### src/rtl/fir_coef_reload_if.sv
// Host/FIR-facing signal bundle for the coefficient reload controller.
// slave = controller side, master = host + FIR core side.
interface fir_coef_reload_if #(
  parameter int NUM_TAPS = 16,
  parameter int COEF_W   = 16,
  parameter int CFG_W    = 8,
  parameter int FSEL_W   = 4,
  parameter int ADDR_W   = $clog2(NUM_TAPS)
);
  logic              coef_we;
  logic [ADDR_W-1:0] coef_waddr;
  logic [COEF_W-1:0] coef_wdata;
  logic              start;
  logic [FSEL_W-1:0] fsel;
  logic              busy;
  logic              done;
  logic              wr_drop;
  logic              reload_tvalid;
  logic              reload_tready;
  logic              reload_tlast;
  logic [COEF_W-1:0] reload_tdata;
  logic              config_tvalid;
  logic              config_tready;
  logic [CFG_W-1:0]  config_tdata;

  modport slave (
    input  coef_we, coef_waddr, coef_wdata, start, fsel, reload_tready, config_tready,
    output busy, done, wr_drop, reload_tvalid, reload_tlast, reload_tdata,
           config_tvalid, config_tdata
  );

  modport master (
    output coef_we, coef_waddr, coef_wdata, start, fsel, reload_tready, config_tready,
    input  busy, done, wr_drop, reload_tvalid, reload_tlast, reload_tdata,
           config_tvalid, config_tdata
  );
endinterface

### src/rtl/fir_coef_reload_ctrl.sv
// Streams a locally held coefficient set into the FIR reload channel, then one config word.
// Optional FIR_RELOAD_CHECKSUM_EN adds a 16-bit running sum of handshaked reload beats.
module fir_coef_reload_ctrl #(
  parameter int NUM_TAPS = 16,
  parameter int COEF_W   = 16,
  parameter int CFG_W    = 8,
  parameter int FSEL_W   = 4,
  parameter int ADDR_W   = $clog2(NUM_TAPS)
) (
  input  logic clk,
  input  logic resetn,
  fir_coef_reload_if.slave bus
`ifdef FIR_RELOAD_CHECKSUM_EN
  , output logic [15:0] checksum
`endif
);

  typedef enum logic [1:0] {S_IDLE, S_RELOAD, S_CONFIG, S_FIN} state_t;

  state_t            state_q;
  logic [ADDR_W-1:0] idx_q;
  logic [FSEL_W-1:0] fsel_q;
  logic              busy_q, done_q, wr_drop_q;
  logic              rl_vld_q, rl_last_q;
  logic [COEF_W-1:0] rl_data_q;
  logic              cf_vld_q;
  logic [CFG_W-1:0]  cf_data_q;
  logic [COEF_W-1:0] coef_q [NUM_TAPS];

  logic              wr_ok, rl_hs, cf_hs, at_last;
  logic [ADDR_W-1:0] idx_d;
  logic [COEF_W-1:0] coef0_d;

  assign wr_ok   = bus.coef_we && ({1'b0, bus.coef_waddr} < (ADDR_W+1)'(NUM_TAPS));
  assign rl_hs   = rl_vld_q && bus.reload_tready;
  assign cf_hs   = cf_vld_q && bus.config_tready;
  assign at_last = (idx_q == ADDR_W'(NUM_TAPS-1));
  assign idx_d   = idx_q + 1'b1;
  // A write to tap 0 on the same edge as start must be what the first beat carries.
  assign coef0_d = (wr_ok && bus.coef_waddr == '0) ? bus.coef_wdata : coef_q[0];

  // Register file deliberately has no reset.
  always_ff @(posedge clk) begin
    if (wr_ok && state_q == S_IDLE) coef_q[bus.coef_waddr] <= bus.coef_wdata;
  end

  always_ff @(posedge clk or negedge resetn) begin
    if (!resetn) begin
      state_q   <= S_IDLE;
      idx_q     <= '0;
      fsel_q    <= '0;
      busy_q    <= 1'b0;
      done_q    <= 1'b0;
      wr_drop_q <= 1'b0;
      rl_vld_q  <= 1'b0;
      rl_last_q <= 1'b0;
      rl_data_q <= '0;
      cf_vld_q  <= 1'b0;
      cf_data_q <= '0;
    end else begin
      done_q    <= 1'b0;
      wr_drop_q <= wr_ok && (state_q != S_IDLE);
      case (state_q)
        S_IDLE: begin
          if (bus.start) begin
            fsel_q    <= bus.fsel;
            idx_q     <= '0;
            busy_q    <= 1'b1;
            rl_vld_q  <= 1'b1;
            rl_last_q <= 1'b0;
            rl_data_q <= coef0_d;
            state_q   <= S_RELOAD;
          end
        end
        S_RELOAD: begin
          if (rl_hs) begin
            if (at_last) begin
              rl_vld_q  <= 1'b0;
              rl_last_q <= 1'b0;
              cf_vld_q  <= 1'b1;
              cf_data_q <= CFG_W'(fsel_q);
              state_q   <= S_CONFIG;
            end else begin
              idx_q     <= idx_d;
              rl_data_q <= coef_q[idx_d];
              rl_last_q <= (idx_d == ADDR_W'(NUM_TAPS-1));
            end
          end
        end
        S_CONFIG: begin
          if (cf_hs) begin
            cf_vld_q <= 1'b0;
            busy_q   <= 1'b0;
            done_q   <= 1'b1;
            state_q  <= S_FIN;
          end
        end
        default: state_q <= S_IDLE;
      endcase
    end
  end

`ifdef FIR_RELOAD_CHECKSUM_EN
  logic [15:0] csum_q;

  always_ff @(posedge clk or negedge resetn) begin
    if (!resetn)                        csum_q <= '0;
    else if (state_q == S_IDLE && bus.start) csum_q <= '0;
    else if (rl_hs)                     csum_q <= csum_q + 16'(rl_data_q);
  end

  assign checksum = csum_q;
`endif

  assign bus.busy          = busy_q;
  assign bus.done          = done_q;
  assign bus.wr_drop       = wr_drop_q;
  assign bus.reload_tvalid = rl_vld_q;
  assign bus.reload_tlast  = rl_last_q;
  assign bus.reload_tdata  = rl_data_q;
  assign bus.config_tvalid = cf_vld_q;
  assign bus.config_tdata  = cf_data_q;

endmodule

### src/flat_wrapper.sv
// flat-port wrapper written by rule: the top's interface ports become plain ports
module fir_coef_reload_ctrl_flat 
#(
  parameter int NUM_TAPS = 16,
  parameter int COEF_W   = 16,
  parameter int CFG_W    = 8,
  parameter int FSEL_W   = 4,
  parameter int ADDR_W   = $clog2(NUM_TAPS)
)
  (clk, resetn, bus_coef_we, bus_coef_waddr, bus_coef_wdata, bus_start, bus_fsel, bus_reload_tready, bus_config_tready, bus_busy, bus_done, bus_wr_drop, bus_reload_tvalid, bus_reload_tlast, bus_reload_tdata, bus_config_tvalid, bus_config_tdata);
  fir_coef_reload_if #(.NUM_TAPS(NUM_TAPS), .COEF_W(COEF_W), .CFG_W(CFG_W), .FSEL_W(FSEL_W), .ADDR_W(ADDR_W)) bus_i ();
  input  logic clk;
  input  logic resetn;
  input wire logic [$bits(bus_i.coef_we)-1:0] bus_coef_we;
  input wire logic [$bits(bus_i.coef_waddr)-1:0] bus_coef_waddr;
  input wire logic [$bits(bus_i.coef_wdata)-1:0] bus_coef_wdata;
  input wire logic [$bits(bus_i.start)-1:0] bus_start;
  input wire logic [$bits(bus_i.fsel)-1:0] bus_fsel;
  input wire logic [$bits(bus_i.reload_tready)-1:0] bus_reload_tready;
  input wire logic [$bits(bus_i.config_tready)-1:0] bus_config_tready;
  output wire logic [$bits(bus_i.busy)-1:0] bus_busy;
  output wire logic [$bits(bus_i.done)-1:0] bus_done;
  output wire logic [$bits(bus_i.wr_drop)-1:0] bus_wr_drop;
  output wire logic [$bits(bus_i.reload_tvalid)-1:0] bus_reload_tvalid;
  output wire logic [$bits(bus_i.reload_tlast)-1:0] bus_reload_tlast;
  output wire logic [$bits(bus_i.reload_tdata)-1:0] bus_reload_tdata;
  output wire logic [$bits(bus_i.config_tvalid)-1:0] bus_config_tvalid;
  output wire logic [$bits(bus_i.config_tdata)-1:0] bus_config_tdata;
  assign bus_i.coef_we = bus_coef_we;
  assign bus_i.coef_waddr = bus_coef_waddr;
  assign bus_i.coef_wdata = bus_coef_wdata;
  assign bus_i.start = bus_start;
  assign bus_i.fsel = bus_fsel;
  assign bus_i.reload_tready = bus_reload_tready;
  assign bus_i.config_tready = bus_config_tready;
  assign bus_busy = bus_i.busy;
  assign bus_done = bus_i.done;
  assign bus_wr_drop = bus_i.wr_drop;
  assign bus_reload_tvalid = bus_i.reload_tvalid;
  assign bus_reload_tlast = bus_i.reload_tlast;
  assign bus_reload_tdata = bus_i.reload_tdata;
  assign bus_config_tvalid = bus_i.config_tvalid;
  assign bus_config_tdata = bus_i.config_tdata;
  fir_coef_reload_ctrl #(.NUM_TAPS(NUM_TAPS), .COEF_W(COEF_W), .CFG_W(CFG_W), .FSEL_W(FSEL_W), .ADDR_W(ADDR_W)) u_core (.clk(clk), .resetn(resetn), .bus(bus_i));
endmodule
### config.mk
export PLATFORM = sky130hd
export DESIGN_NAME = fir_coef_reload_ctrl_flat
export DESIGN_NICKNAME = d
export VERILOG_FILES = /design/src/rtl/fir_coef_reload_if.sv /design/src/rtl/fir_coef_reload_ctrl.sv /design/src/flat_wrapper.sv
export SDC_FILE = /design/constraint.sdc
export NUM_CORES = 1
export LEC_CHECK = 0
export ABC_CLOCK_PERIOD_IN_PS = 6800
export BUFFER_PORTS_ARGS = -buffer_cell sky130_fd_sc_hd__buf_2
export CAP_MARGIN = 20
export CORE_MARGIN = 1
export CORE_UTILIZATION = 25
export DETAILED_ROUTE_END_ITERATION = 8
export GPL_TIMING_DRIVEN = 0
export SETUP_SLACK_MARGIN = 0.15
export SLEW_MARGIN = 20
export SYNTH_ARGS = -nofsm -noshare
export SYNTH_HDL_FRONTEND = slang
export SYNTH_SLANG_ARGS = --single-unit
### constraint.sdc
create_clock -name clk -period 6.8 [get_ports clk]
set_input_delay 0.68 -clock clk [delete_from_list [all_inputs] [get_ports clk]]
set_output_delay 0.68 -clock clk [all_outputs]
set_load 0.005 [all_outputs]
==> implementation parameters, run 1 <==
Parameter                              Value

Outcome
  Result of the run    finished, final reports clean

Critical path
  Critical path endpoint category    register
  Startpoint class of the critical path    register
  First element of the critical path    u_core.idx_q[0]$_DFFE_PN0P_
  Worst-path fanout max    10
  Worst reg2reg path startpoint    u_core.idx_q[0]$_DFFE_PN0P_
  Data required time at the worst endpoint    7.17 ns
  Data arrival, critical path    3.60 ns
  Worst Setup Path Type    register to register

Synth
  Mean post-synth cell area    18.89 µm²
  Largest family of logic cells by synthesized area    multiplexers
  Complex-gate fraction of the synthesized area    3.648%
  XOR/XNOR share of the synthesized area    0.2799%
  Multiplexer fraction of the synthesized cell area    17.44%
  Number of instances in the synthesized netlist    639
  Portion of the post-synthesis area used by sequential elements    71.14%
  Share of synthesized registers carrying an async set or reset    12.33%
  Adder-cell area share of the yosys netlist    0.6219%
  Yosys top cell area share    63.68%
  Unique cell type count in the Yosys netlist    45
  Yosys top cell by area    sky130_fd_sc_hd__edfxtp_1
  Commonest register cell after synthesis    sky130_fd_sc_hd__edfxtp_1
  Number of synthesized register bits    292
  Post-synth EDFFs    256
  Top post-synthesis cells by area    sky130_fd_sc_hd__edfxtp_1 64%, sky130_fd_sc_hd__mux4_2 9.9%, sky130_fd_sc_hd__dfrtp_1 7.5%
  Simple-gate area share of the yosys netlist    4.426%
  Cell area after synthesis    12070 µm²
  Number of synthesis warnings    0

Drt
  Mean routed wirelength per cell    21.56 µm
  Remaining antenna violation count    0
  Remaining routing DRC violations    0
  Iter 0 DRT Violations    552
  Via/cell ratio    4.747
  Met3 WL post-DR    1631 µm
  Max Used Layer    met4
  Routed vias    6612
  Count of TritonRoute iterations in the first routing pass    5
  Routed Wire Length    30030 µm
  Routed length on met2    14390 µm
  Routed met1 length    13320 µm

Power and ir drop
  Largest voltage drop on the vdd net    0.1519 mV
  P_leak    0.005048 µW
  Total power divided by cell area    259.3 nW/µm²

Clock network
  Quantity of gates resized following cts    0
  Number of buffers added to fix hold violations after cts    0
  Number of clock buffers inserted by TritonCTS    34
  TritonCTS clock tree    done
  Post CTS Setup Buffer Count    0
  H-tree depth    2
  Sink count of the clock tree    292
  Clock-pin slew on the worst setup and hold paths    0.06 ns
  Clock insertion delay at the later pin of the skew report    0.52 ns
  Root buffer cell    sky130_fd_sc_hd__clkbuf_16
  Clock buffer depth    3

STA
  Total Neg Setup Slack    0 ns
  Clock skew after layout    0.02098 ns
  Period Utilization, post-route    47.50%
  Finish-stage setup viols    0
  Tightest Pin Transition    1.029 ns
  Slew HR    31.39%
  Clock period minus worst slack    3.230 ns
  Highest clock rate    0.3096 GHz
  Unrepaired setup endpoints after global routing    false
  Max-slew violation count    0
  Number of hold violations in the final report    0

Placed design
  Placer's final routability congestion estimate    0.8155
  Final HPWL from detailed placement    19870 µm
  Placed standard-cell area    13360 µm²
  Port bufs    51

Hold path
  Type of the most critical hold path    input pin to asynchronous set/reset pin

Die
  Core region area    47650 µm²
  DIE WIDTH    221.7 µm
  Die Outline Area    49170 µm²
  Effective utilization at floorplan    25.34%
  Floorplan die height    221.7 µm
  Total number of placement rows    80
  I/O pin count    60

Layout
  Share of final-layout standard cells stronger than drive strength 1    31.70%
  Area growth syn-to-layout    19.58%
  Fin nets    787
  Fill cell instance count of the final layout    4669
  Post-route cell area    14440 µm²

Global routing
  Wire length of the first global-routing pass    45030 µm
  Grt total ovfl    0
  Vias in the first global route    6807
  Largest net degree at the start of global routing    37
  Number of antenna violations at the first check in global routing    3
  Total routing resource utilization after global routing    12.31%

Job
  Total of max-cap violations    0
## registers in the layout (all words and copies together) (netlist names)
| name | count |
|---|---|
| u_core.bus.reload_tlast | 1 |
| u_core.bus.wr_drop | 1 |
| u_core.fsel_q | 4 |
| u_core.bus.reload_tvalid | 1 |
| u_core.idx_q | 4 |
| u_core.bus.config_tdata | 4 |
| u_core.state_q | 2 |
| u_core.bus.reload_tdata | 16 |
| u_core.coef_q | 256 |
| u_core.bus.busy | 1 |
| u_core.bus.done | 1 |
| u_core.bus.config_tvalid | 1 |
## kinds of logic after synthesis
kind of cell	Yosys count
AO/OA/AOI/OAI	58
XOR/XNOR	3
adder cells (fa/ha/maj)	6
buffers and inverters	48
flip-flops	292
multiplexers	123
other	1
AND/OR/NAND/NOR	108
## final timing paths
path	endpoint	slack (ns)	cells past startpoint
min in group clk	u_core.fsel_q[3]$_DFFE_PN0P_	0.41	2
hold reg to reg	u_core.bus.config_tdata[1]$_DFFE_PN0P_	0.50	1
setup reg to reg	u_core.bus.reload_tdata[5]$_DFFE_PN0P_	3.57	11
hold / removal	u_core.state_q[0]$_DFFE_PN0P_	0.33	1
setup / recovery	u_core.bus.reload_tdata[5]$_DFFE_PN0P_	3.57	11
max in group asynchronous	u_core.bus.reload_tdata[12]$_DFFE_PN0P_	5.86	1
## synth_stat cells (4+ instances only)
library cell,n
sky130_fd_sc_hd__mux2i_1,33
sky130_fd_sc_hd__mux2_2,25
sky130_fd_sc_hd__nand4_1,5
sky130_fd_sc_hd__buf_2,10
sky130_fd_sc_hd__o2111ai_1,32
sky130_fd_sc_hd__edfxtp_1,256
sky130_fd_sc_hd__ha_1,6
sky130_fd_sc_hd__dfrtp_1,36
sky130_fd_sc_hd__and3_1,4
sky130_fd_sc_hd__a21oi_1,9
sky130_fd_sc_hd__or3_1,16
sky130_fd_sc_hd__nor3_1,11
sky130_fd_sc_hd__nor2_1,27
sky130_fd_sc_hd__mux4_1,11
sky130_fd_sc_hd__nand3_1,5
sky130_fd_sc_hd__inv_1,4
sky130_fd_sc_hd__nand2_1,29
sky130_fd_sc_hd__o21ai_0,9
sky130_fd_sc_hd__buf_4,13
sky130_fd_sc_hd__clkbuf_1,14
sky130_fd_sc_hd__mux4_2,53
## where the power goes
part	leakage, µW	total (µW)	internal, µW	switching (µW)
Clock	0.000513	1740	1020	714
Combinational	0.00175	54.9	11.0	43.9
Sequential	0.00279	1950	1950	0.233
Total	0.00505	3740	2990	758
## final cells by class
| type | instances | area (µm²) | share of cell area (%) |
|---|---|---|---|
| Antenna cell | 2 | 5.005 | 0.03467 |
| Buffer | 43 | 271.5 | 1.881 |
| Clock buffer | 42 | 902.1 | 6.249 |
| Clock inverter | 19 | 166.4 | 1.153 |
| Inverter | 5 | 18.77 | 0.1300 |
| Multi-Input combinational cell | 302 | 3276 | 22.69 |
| Sequential cell | 292 | 8588 | 59.50 |
| Tap cell | 615 | 769.5 | 5.331 |
| Timing Repair Buffer | 73 | 437.9 | 3.034 |
## worst max-delay path, stage by stage (launching register included)
cell	delay, ns
sky130_fd_sc_hd__dfrtp_1	0.36
sky130_fd_sc_hd__buf_6	0.14
sky130_fd_sc_hd__buf_12	0.16
sky130_fd_sc_hd__buf_6	0.19
sky130_fd_sc_hd__inv_1	0.06
sky130_fd_sc_hd__ha_1	0.33
sky130_fd_sc_hd__buf_4	0.22
sky130_fd_sc_hd__clkbuf_1	0.60
sky130_fd_sc_hd__mux4_2	0.41
sky130_fd_sc_hd__mux2_1	0.34
sky130_fd_sc_hd__o2111ai_1	0.13
sky130_fd_sc_hd__o2111ai_1	0.14
## placed cells by master, fill, tap and decap left out, drive strengths merged, types with 11 or more instances in the layout
| cell type | count |
|---|---|
| nor2 | 27 |
| mux2 | 26 |
| mux4 | 64 |
| nor3 | 11 |
| edfxtp | 256 |
| buf | 101 |
| dfrtp | 36 |
| or3 | 16 |
| mux2i | 33 |
| nand2 | 30 |
| clkinv | 15 |
| o2111ai | 32 |
| clkbuf | 57 |
## metrics by stage
stage	setup slack, ns	utilization, %	power [µW]	std cells	hold WS (ns)
finish	3.570	30.30	3743	1393	0.3294
global route	3.382	30.30	3851	1393	0.3925
CTS	3.526	30.29	3780	1391	0.3502
detailed placement	3.562	28.04	2043	1330	0.4892
global placement	1.757	27.51	2038	1308	0.4804
floorplan	3.702	-	2000	642	0.3844
## routing by layer
metal / GRT usage, % / vias to the layer above
li1: - / 2852
met1: 17.03 / 3488
met2: 19.68 / 230
met3: 1.802 / 42
met4: 4.368 / 0
met5: 0 / -
(Power assumes the default switching activity.)
==> inputs of run 2 (changes only) <==
ABC_CLOCK_PERIOD_IN_PS = 2800   (was 6800)
clock period = 2.8 ns   (was 6.8 ns; I/O delays follow)
==> run 2 against run 1 <==
  * Final cell count is 0.57% higher
  * Critical path depth is 4 lower
  * First-iteration DRC count grew 8.2%
  * Maximum frequency increased by 29%
  * Largest power group unchanged
  * Sequential share of layout area is 0.71 points lower
  * Count of clock-buffer cells in the layout unchanged
  * Global-route usage hardly changed
  * Largest cell class unchanged
  * Power up 140%
==> implementation parameters, run 2 (synthesized netlist as in run 1, its figures left out) <==
Parameter                              Value

STA
  Slew HR    32.14% (+0.74 points)
  Max-slew violation count    0 (unchanged)
  Finish-stage setup viols    0 (unchanged)
  Clock skew after layout    0.01968 ns (-0.001293 ns)
  Number of hold violations in the final report    0 (unchanged)
  Unrepaired setup endpoints after global routing    false
  Highest clock rate    0.3988 GHz (+29%)
  Tightest Pin Transition    1.018 ns (-0.01117 ns)
  Period Utilization, post-route    89.55% (+42 points)
  Clock period minus worst slack    2.507 ns (-0.7226 ns)
  Total Neg Setup Slack    0 ns (unchanged)

Clock network
  Clock-pin slew on the worst setup and hold paths    0.06 ns (about the same)
  Clock buffer depth    3 (unchanged)
  H-tree depth    2 (unchanged)
  Root buffer cell    sky130_fd_sc_hd__clkbuf_16
  Sink count of the clock tree    292 (unchanged)
  Number of clock buffers inserted by TritonCTS    34 (unchanged)
  Clock insertion delay at the later pin of the skew report    0.51 ns (about the same)
  TritonCTS clock tree    done

Critical path
  Delay-heaviest family, CP    simple AND/OR/NAND/NOR gates
  Worst path bufs/invs    4 (-2)
  Worst-path fanout max    10 (unchanged)
  Startpoint class of the critical path    register
  Slowest stage cell on the critical path    sky130_fd_sc_hd__nor3_2
  Cell with the most instances on the worst path    sky130_fd_sc_hd__buf_4
  Critical path endpoint category    register
  Data arrival, critical path    2.71 ns (-0.89 ns)
  Worst Setup Path Type    register to register
  Data required time at the worst endpoint    3.00 ns (-4.17 ns)
  Crit path largest cell delay    0.60 ns (about the same)
  Sequence of cells on the critical path    inv_1, ha_1, buf_4, nand4_1, nor3_2, buf_6, buf_4

Layout
  Flip-flop count of the largest register, all copies and words added    256 (unchanged)
  Commonest non-fill, non-tap cells in the layout    256 x sky130_fd_sc_hd__edfxtp_1, 65 x sky130_fd_sc_hd__buf_2, 53 x sky130_fd_sc_hd__mux4_2, 37 x sky130_fd_sc_hd__clkbuf_16, 36 x sky130_fd_sc_hd__dfrtp_1
  Final Instance Count excl. Fillers    1401 (+0.57%)
  Most flop-heavy register    u_core.coef_q
  Most frequent standard cell in the layout excluding fill and tap cells    sky130_fd_sc_hd__edfxtp_1
  Fin nets    795 (+1.0%)
  Fill cell instance count of the final layout    4647 (-0.47%)
  Share of final-layout standard cells stronger than drive strength 1    32.91% (+1.2 points)
  Post-route cell area    14610 µm² (+1.2%)
  Area growth syn-to-layout    21.02%

Global routing
  Number of antenna violations at the first check in global routing    3 (unchanged)
  Grt total ovfl    0 (unchanged)
  Vias in the first global route    6824 (+0.25%)
  Total routing resource utilization after global routing    12.36% (+0.049 points)
  Wire length of the first global-routing pass    45240 µm (+0.46%)
  Largest net degree at the start of global routing    37 (unchanged)

Die
  I/O pin count    60 (unchanged)
  Effective utilization at floorplan    25.34% (unchanged)
  Total number of placement rows    80 (unchanged)
  Die Outline Area    49170 µm² (unchanged)
  Core region area    47650 µm² (unchanged)
  DIE WIDTH    221.7 µm (unchanged)
  Floorplan die height    221.7 µm (unchanged)

Drt
  Routed vias    6591 (-0.32%)
  Via/cell ratio    4.704 (-0.89%)
  Mean routed wirelength per cell    21.52 µm (-0.21%)
  Iter 0 DRT Violations    597 (+8.2%)
  Count of TritonRoute iterations in the first routing pass    5 (unchanged)
  Routed Wire Length    30140 µm (+0.37%)
  Remaining routing DRC violations    0 (unchanged)
  Remaining antenna violation count    0 (unchanged)

Placed design
  Port bufs    51 (unchanged)
  Placer's final routability congestion estimate    0.8155 (unchanged)
  Cell count after placement    1330 (unchanged)
  Final HPWL from detailed placement    19870 µm (unchanged)
  Placed standard-cell area    13360 µm² (unchanged)

Hold path
  Type of the most critical hold path    input pin to register

Job
  Total of max-cap violations    0 (unchanged)

Power and ir drop
  Total power divided by cell area    622.7 nW/µm² (+140%)
  Largest voltage drop on the vdd net    0.3700 mV (+140%)
  P_leak    0.005143 µW (+1.9%)

Outcome
  Result of the run    finished, final reports clean
[run 2: final timing paths]
path                                                         from                                       to  slack, ns  cells past startpoint
min                                                   bus_fsel[1]             u_core.fsel_q[1]$_DFFE_PN0P_       0.02                      2
min in group asynchronous                                  resetn              u_core.bus.busy$_DFFE_PN0P_       0.47                      2
min reg2reg                u_core.bus.config_tdata[1]$_DFFE_PN0P_   u_core.bus.config_tdata[1]$_DFFE_PN0P_       0.50                      1
max reg2reg                         u_core.state_q[0]$_DFFE_PN0P_           u_core.coef_q[3][11]$_DFFE_PP_       0.29                      7
max                                 u_core.state_q[0]$_DFFE_PN0P_           u_core.coef_q[3][11]$_DFFE_PP_       0.29                      7
max in group asynchronous                                  resetn  u_core.bus.reload_tdata[12]$_DFFE_PN0P_       1.72                      2
[run 2: worst reg2reg max path, delay by kind of cell, from the launching register on]
family	cells	cell delay, ns
AND/OR/NAND/NOR	2	0.92
adder cells (fa/ha/maj)	1	0.16
buffers and inverters	4	0.73
flip-flops	1	0.40
[run 2: routing by layer]
| layer | vias up | share of wire, % | wire length, µm | global-route usage (%) |
|---|---|---|---|---|
| li1 | 2871 | - | - | - |
| met1 | 3459 | 45 | 13490 | 17.03 |
| met2 | 221 | 48 | 14470 | 19.86 |
| met3 | 40 | 5.0 | 1508 | 1.802 |
| met4 | 0 | 2.2 | 677 | 4.368 |
| met5 | - | 0 | 0 | 0 |
[run 2: cell type report]
type,instances,area (µm²),area share (%)
timing repair buffer,81,505.5,3.460
inverter,5,18.77,0.1285
clock inverter,19,166.4,1.139
tap,615,769.5,5.267
sequential,292,8588,58.79
antenna,2,5.005,0.03426
clock buffer,42,902.1,6.175
multi-input combinational,302,3294,22.55
buffer,43,359.1,2.458
[run 2: power by group]
group	internal, µW	leakage [µW]	switching, µW
registers	4740	0.00279	0.609
logic	29.4	0.00184	108
clock network	2490	0.000513	1740
[run 2: what timing repair did]
item                                   in CTS  in global routing
buffers inserted                            1                  4
endpoints found under the hold margin      38                  0
pin swaps                                   0                  2
hold buffers                                3                  0
setup endpoints to repair                  21                 21
resized for setup                          22                  6
[run 2: stage by stage]
stage          worst slack (ns)  hold WS, ns  util [%]  power (µW)
6_report                 0.2926      0.02413     30.66        9097
5_1_grt                  0.1759      0.01454     30.66        9358
4_1_cts                  0.1952    0.0009772     30.57        9185
3_5_place_dp            -0.4376       0.4892     28.04        4961
3_3_place_gp             -2.117       0.4804     27.51        4950
2_1_floorplan          -0.09862     -0.01559         -        4858
==> inputs of run 3 (changes only) <==
CORE_UTILIZATION = 40   (was 25)
==> run 3 against run 2 <==
  * Core utilization grew 17 points
  * Die area fell by 37%
  * Global-route usage is 6.2 points higher
  * Critical path depth rose by 4
  * Via count is 0.17% higher
  * Worst setup slack got worse by 0.12 ns
  * Sequential share of layout area increased by 1.5 points
  * Clock skew is 0.0064 ns lower
  * Maximum frequency decreased by 4.6%
  * Flip-flop and latch count unchanged
  * Non-clock buffer count down 2
==> implementation parameters, run 3 (synthesized netlist as in run 1, its figures left out) <==
Parameter                              Value

Die
  Core region area    29640 µm² (-38%)
  Die Outline Area    30880 µm² (-37%)
  Effective utilization at floorplan    40.73% (+15 points)
  I/O pin count    60 (unchanged)
  DIE WIDTH    175.7 µm (-21%)
  Total number of placement rows    63 (-21%)
  Floorplan die height    175.7 µm (-21%)

STA
  Highest clock rate    0.3803 GHz (-4.6%)
  Clock skew after layout    0.01328 ns (-0.006407 ns)
  Worst-case setup margin in the final layout    0.1703 ns (-0.1223 ns)
  Finish-stage setup viols    0 (unchanged)
  Period Utilization, post-route    93.92% (+4.4 points)
  Total Neg Setup Slack    0 ns (unchanged)
  Unrepaired setup endpoints after global routing    true
  Number of hold violations in the final report    0 (unchanged)
  Tightest Pin Transition    0.9676 ns (-0.05036 ns)
  Max-slew violation count    0 (unchanged)
  Clock period minus worst slack    2.630 ns (+0.1223 ns)
  Worst hold slack    0.08844 ns (+0.06431 ns)
  Slew HR    35.50% (+3.4 points)

Clock network
  Clock buffer depth    3 (unchanged)
  H-tree depth    1 (-1)
  TritonCTS clock tree    done
  Sink count of the clock tree    292 (unchanged)
  Clock-pin slew on the worst setup and hold paths    0.07 ns (about the same)
  Clock insertion delay at the later pin of the skew report    0.55 ns (+0.04 ns)
  Root buffer cell    sky130_fd_sc_hd__clkbuf_16
  Number of clock buffers inserted by TritonCTS    30 (-12%)

Layout
  Flip-flop count of the largest register, all copies and words added    256 (unchanged)
  Share of final-layout standard cells stronger than drive strength 1    32.69% (-0.22 points)
  Area growth syn-to-layout    17.95%
  Fin nets    789 (-0.75%)
  Fill cell instance count of the final layout    2452 (-47%)
  Most frequent standard cell in the layout excluding fill and tap cells    sky130_fd_sc_hd__edfxtp_1
  Commonest non-fill, non-tap cells in the layout    256 x sky130_fd_sc_hd__edfxtp_1, 62 x sky130_fd_sc_hd__buf_2, 53 x sky130_fd_sc_hd__mux4_2, 36 x sky130_fd_sc_hd__dfrtp_1
  Most flop-heavy register    u_core.coef_q

Placed design
  Worst setup slack before clock tree synthesis    -0.4161 ns (+0.02151 ns)
  Port bufs    51 (unchanged)
  Placer's final routability congestion estimate    0.8789 (+7.8%)
  Final HPWL from detailed placement    18590 µm (-6.4%)

Global routing
  Largest net degree at the start of global routing    37 (unchanged)
  Total routing resource utilization after global routing    18.57% (+6.2 points)
  Grt total ovfl    0 (unchanged)
  Wire length of the first global-routing pass    42610 µm (-5.8%)
  Vias in the first global route    6879 (+0.81%)
  Number of antenna violations at the first check in global routing    2 (-1)

Critical path
  Data arrival, critical path    3.04 ns (+0.33 ns)
  Worst reg2reg path startpoint    u_core.idx_q[0]$_DFFE_PN0P_
  Critical path endpoint category    register
  Worst-path fanout max    10 (unchanged)
  Setup slack, reg-to-reg    0.17 ns (-0.12 ns)
  First element of the critical path    u_core.idx_q[0]$_DFFE_PN0P_
  Startpoint class of the critical path    register
  Data required time at the worst endpoint    3.21 ns (+0.21 ns)
  Crit Reg-Reg Endpoint    u_core.bus.reload_tdata[5]$_DFFE_PN0P_
  Worst reg2reg path depth    11 (+4)
  Worst Setup Path Type    register to register

Drt
  Mean routed wirelength per cell    23.89 µm (+11%)
  Remaining routing DRC violations    0 (unchanged)
  Count of TritonRoute iterations in the first routing pass    5 (unchanged)
  Remaining antenna violation count    0 (unchanged)
  Iter 0 DRT Violations    604 (+1.2%)
  Routed Wire Length    27920 µm (-7.4%)
  Routed vias    6602 (+0.17%)
  Via/cell ratio    5.648 (+20%)

Power and ir drop
  Fraction of power spent switching nets    19.73% (-0.54 points)
  Combinational Power Share    1.6% (about the same)
  Part of the power in the clock network    45.2% (-1.2 points)
  Total power divided by cell area    625.3 nW/µm² (+0.42%)
  P_int    7147 µW (-1.5%)
  Power consumption    8903 µW (-2.1%)
  Reg power frac    53.2% (+1.1 points)
  P_leak    0.005082 µW (-1.2%)
  Largest voltage drop on the vdd net    0.4810 mV (+30%)
  Power dissipated by switching net loads    1756 µW (-4.7%)

Hold path
  Type of the most critical hold path    input pin to register
  Hold path cells    3 (+1)
  Endpoint with the worst hold slack    u_core.bus.busy$_DFFE_PN0P_
  Worst Hold Launch    bus_start

Outcome
  Result of the run    finished, final reports clean

Job
  Total of max-cap violations    0 (unchanged)
## run 3: cell types whose count changed in the layout (fill, tap and decap cells not counted), moves of 2 or more
cell / change
sky130_fd_sc_hd__clkinv_8: -2
sky130_fd_sc_hd__clkbuf_1: -6
sky130_fd_sc_hd__clkinv_4: +2
sky130_fd_sc_hd__bufinv_16: +2
sky130_fd_sc_hd__buf_2: -3
sky130_fd_sc_hd__clkbuf_16: -6
sky130_fd_sc_hd__dlygate4sd3_1: +3
sky130_fd_sc_hd__buf_4: -2
## run 3: final cells by class
type | count | area, µm² | share of cell area [%]
antenna | 2 | 5.005 | 0.03515
buffer | 43 | 331.6 | 2.329
clock buffer | 32 | 779.5 | 5.475
clock inverter | 24 | 229.0 | 1.608
inverter | 5 | 18.77 | 0.1318
multi-input combinational | 302 | 3301 | 23.18
sequential | 292 | 8588 | 60.32
tap | 390 | 488.0 | 3.427
timing repair buffer | 79 | 498.0 | 3.497
## run 3: how the worst max path moves through the flow
| stage | end | slack, ns | depth (start not counted) |
|---|---|---|---|
| after global routing | u_core.bus.reload_tdata[5]$_DFFE_PN0P_ | 0.1 | 11 |
| after global placement | u_core.coef_q[4][11]$_DFFE_PP_ | -2.12 | 5 |
| after floorplan | u_core.coef_q[12][0]$_DFFE_PP_ | -0.1 | 5 |
| after detailed placement | u_core.bus.reload_tdata[5]$_DFFE_PN0P_ | -0.42 | 11 |
| after CTS | u_core.bus.reload_tdata[5]$_DFFE_PN0P_ | 0.19 | 11 |
| final | u_core.bus.reload_tdata[5]$_DFFE_PN0P_ | 0.17 | 11 |
## run 3: routing by layer
metal	vias up	wire length, µm	global-route usage (%)
met4	0	734	6.014
li1	2858	-	-
met2	257	13510	30.45
met3	63	1760	2.706
met5	-	0	0
met1	3424	11920	25.54
## run 3: stage by stage
step                instances  cell area (µm²)  util (%)
global route             1168            14240     48.03
finish                   1169            14240     48.04
global placement         1083            12830     43.28
CTS                      1167            14220     47.97
floorplan                 642            12080         -
detailed placement       1104            13070     44.11
## run 3: timing repair
action                     4_1_cts  5_1_grt
resized for setup               19        5
setup endpoints to repair       16       11
buffers inserted                 1        0
hold endpoints to repair        41        0
pin swaps                        0        0
hold buffers                     6        0
## run 3: worst max-delay path, cell delays in order (launching register included)
cell	delay, ns
sky130_fd_sc_hd__dfrtp_1	0.37
sky130_fd_sc_hd__buf_6	0.14
sky130_fd_sc_hd__buf_12	0.15
sky130_fd_sc_hd__buf_12	0.16
sky130_fd_sc_hd__inv_1	0.08
sky130_fd_sc_hd__ha_4	0.28
sky130_fd_sc_hd__buf_6	0.14
sky130_fd_sc_hd__buf_8	0.17
sky130_fd_sc_hd__mux4_2	0.32
sky130_fd_sc_hd__mux2_1	0.37
sky130_fd_sc_hd__o2111ai_1	0.14
sky130_fd_sc_hd__o2111ai_1	0.15
## run 3: power groups by stage
stage / registers, µW / logic, µW / clock network [µW]
finish: 4730 / 141 / 4030
floorplan: 4830 / 30.2 / 0
global route: 4730 / 155 / 4250
detailed placement: 4830 / 134 / 0
global placement: 4830 / 119 / 0
CTS: 4730 / 141 / 4090
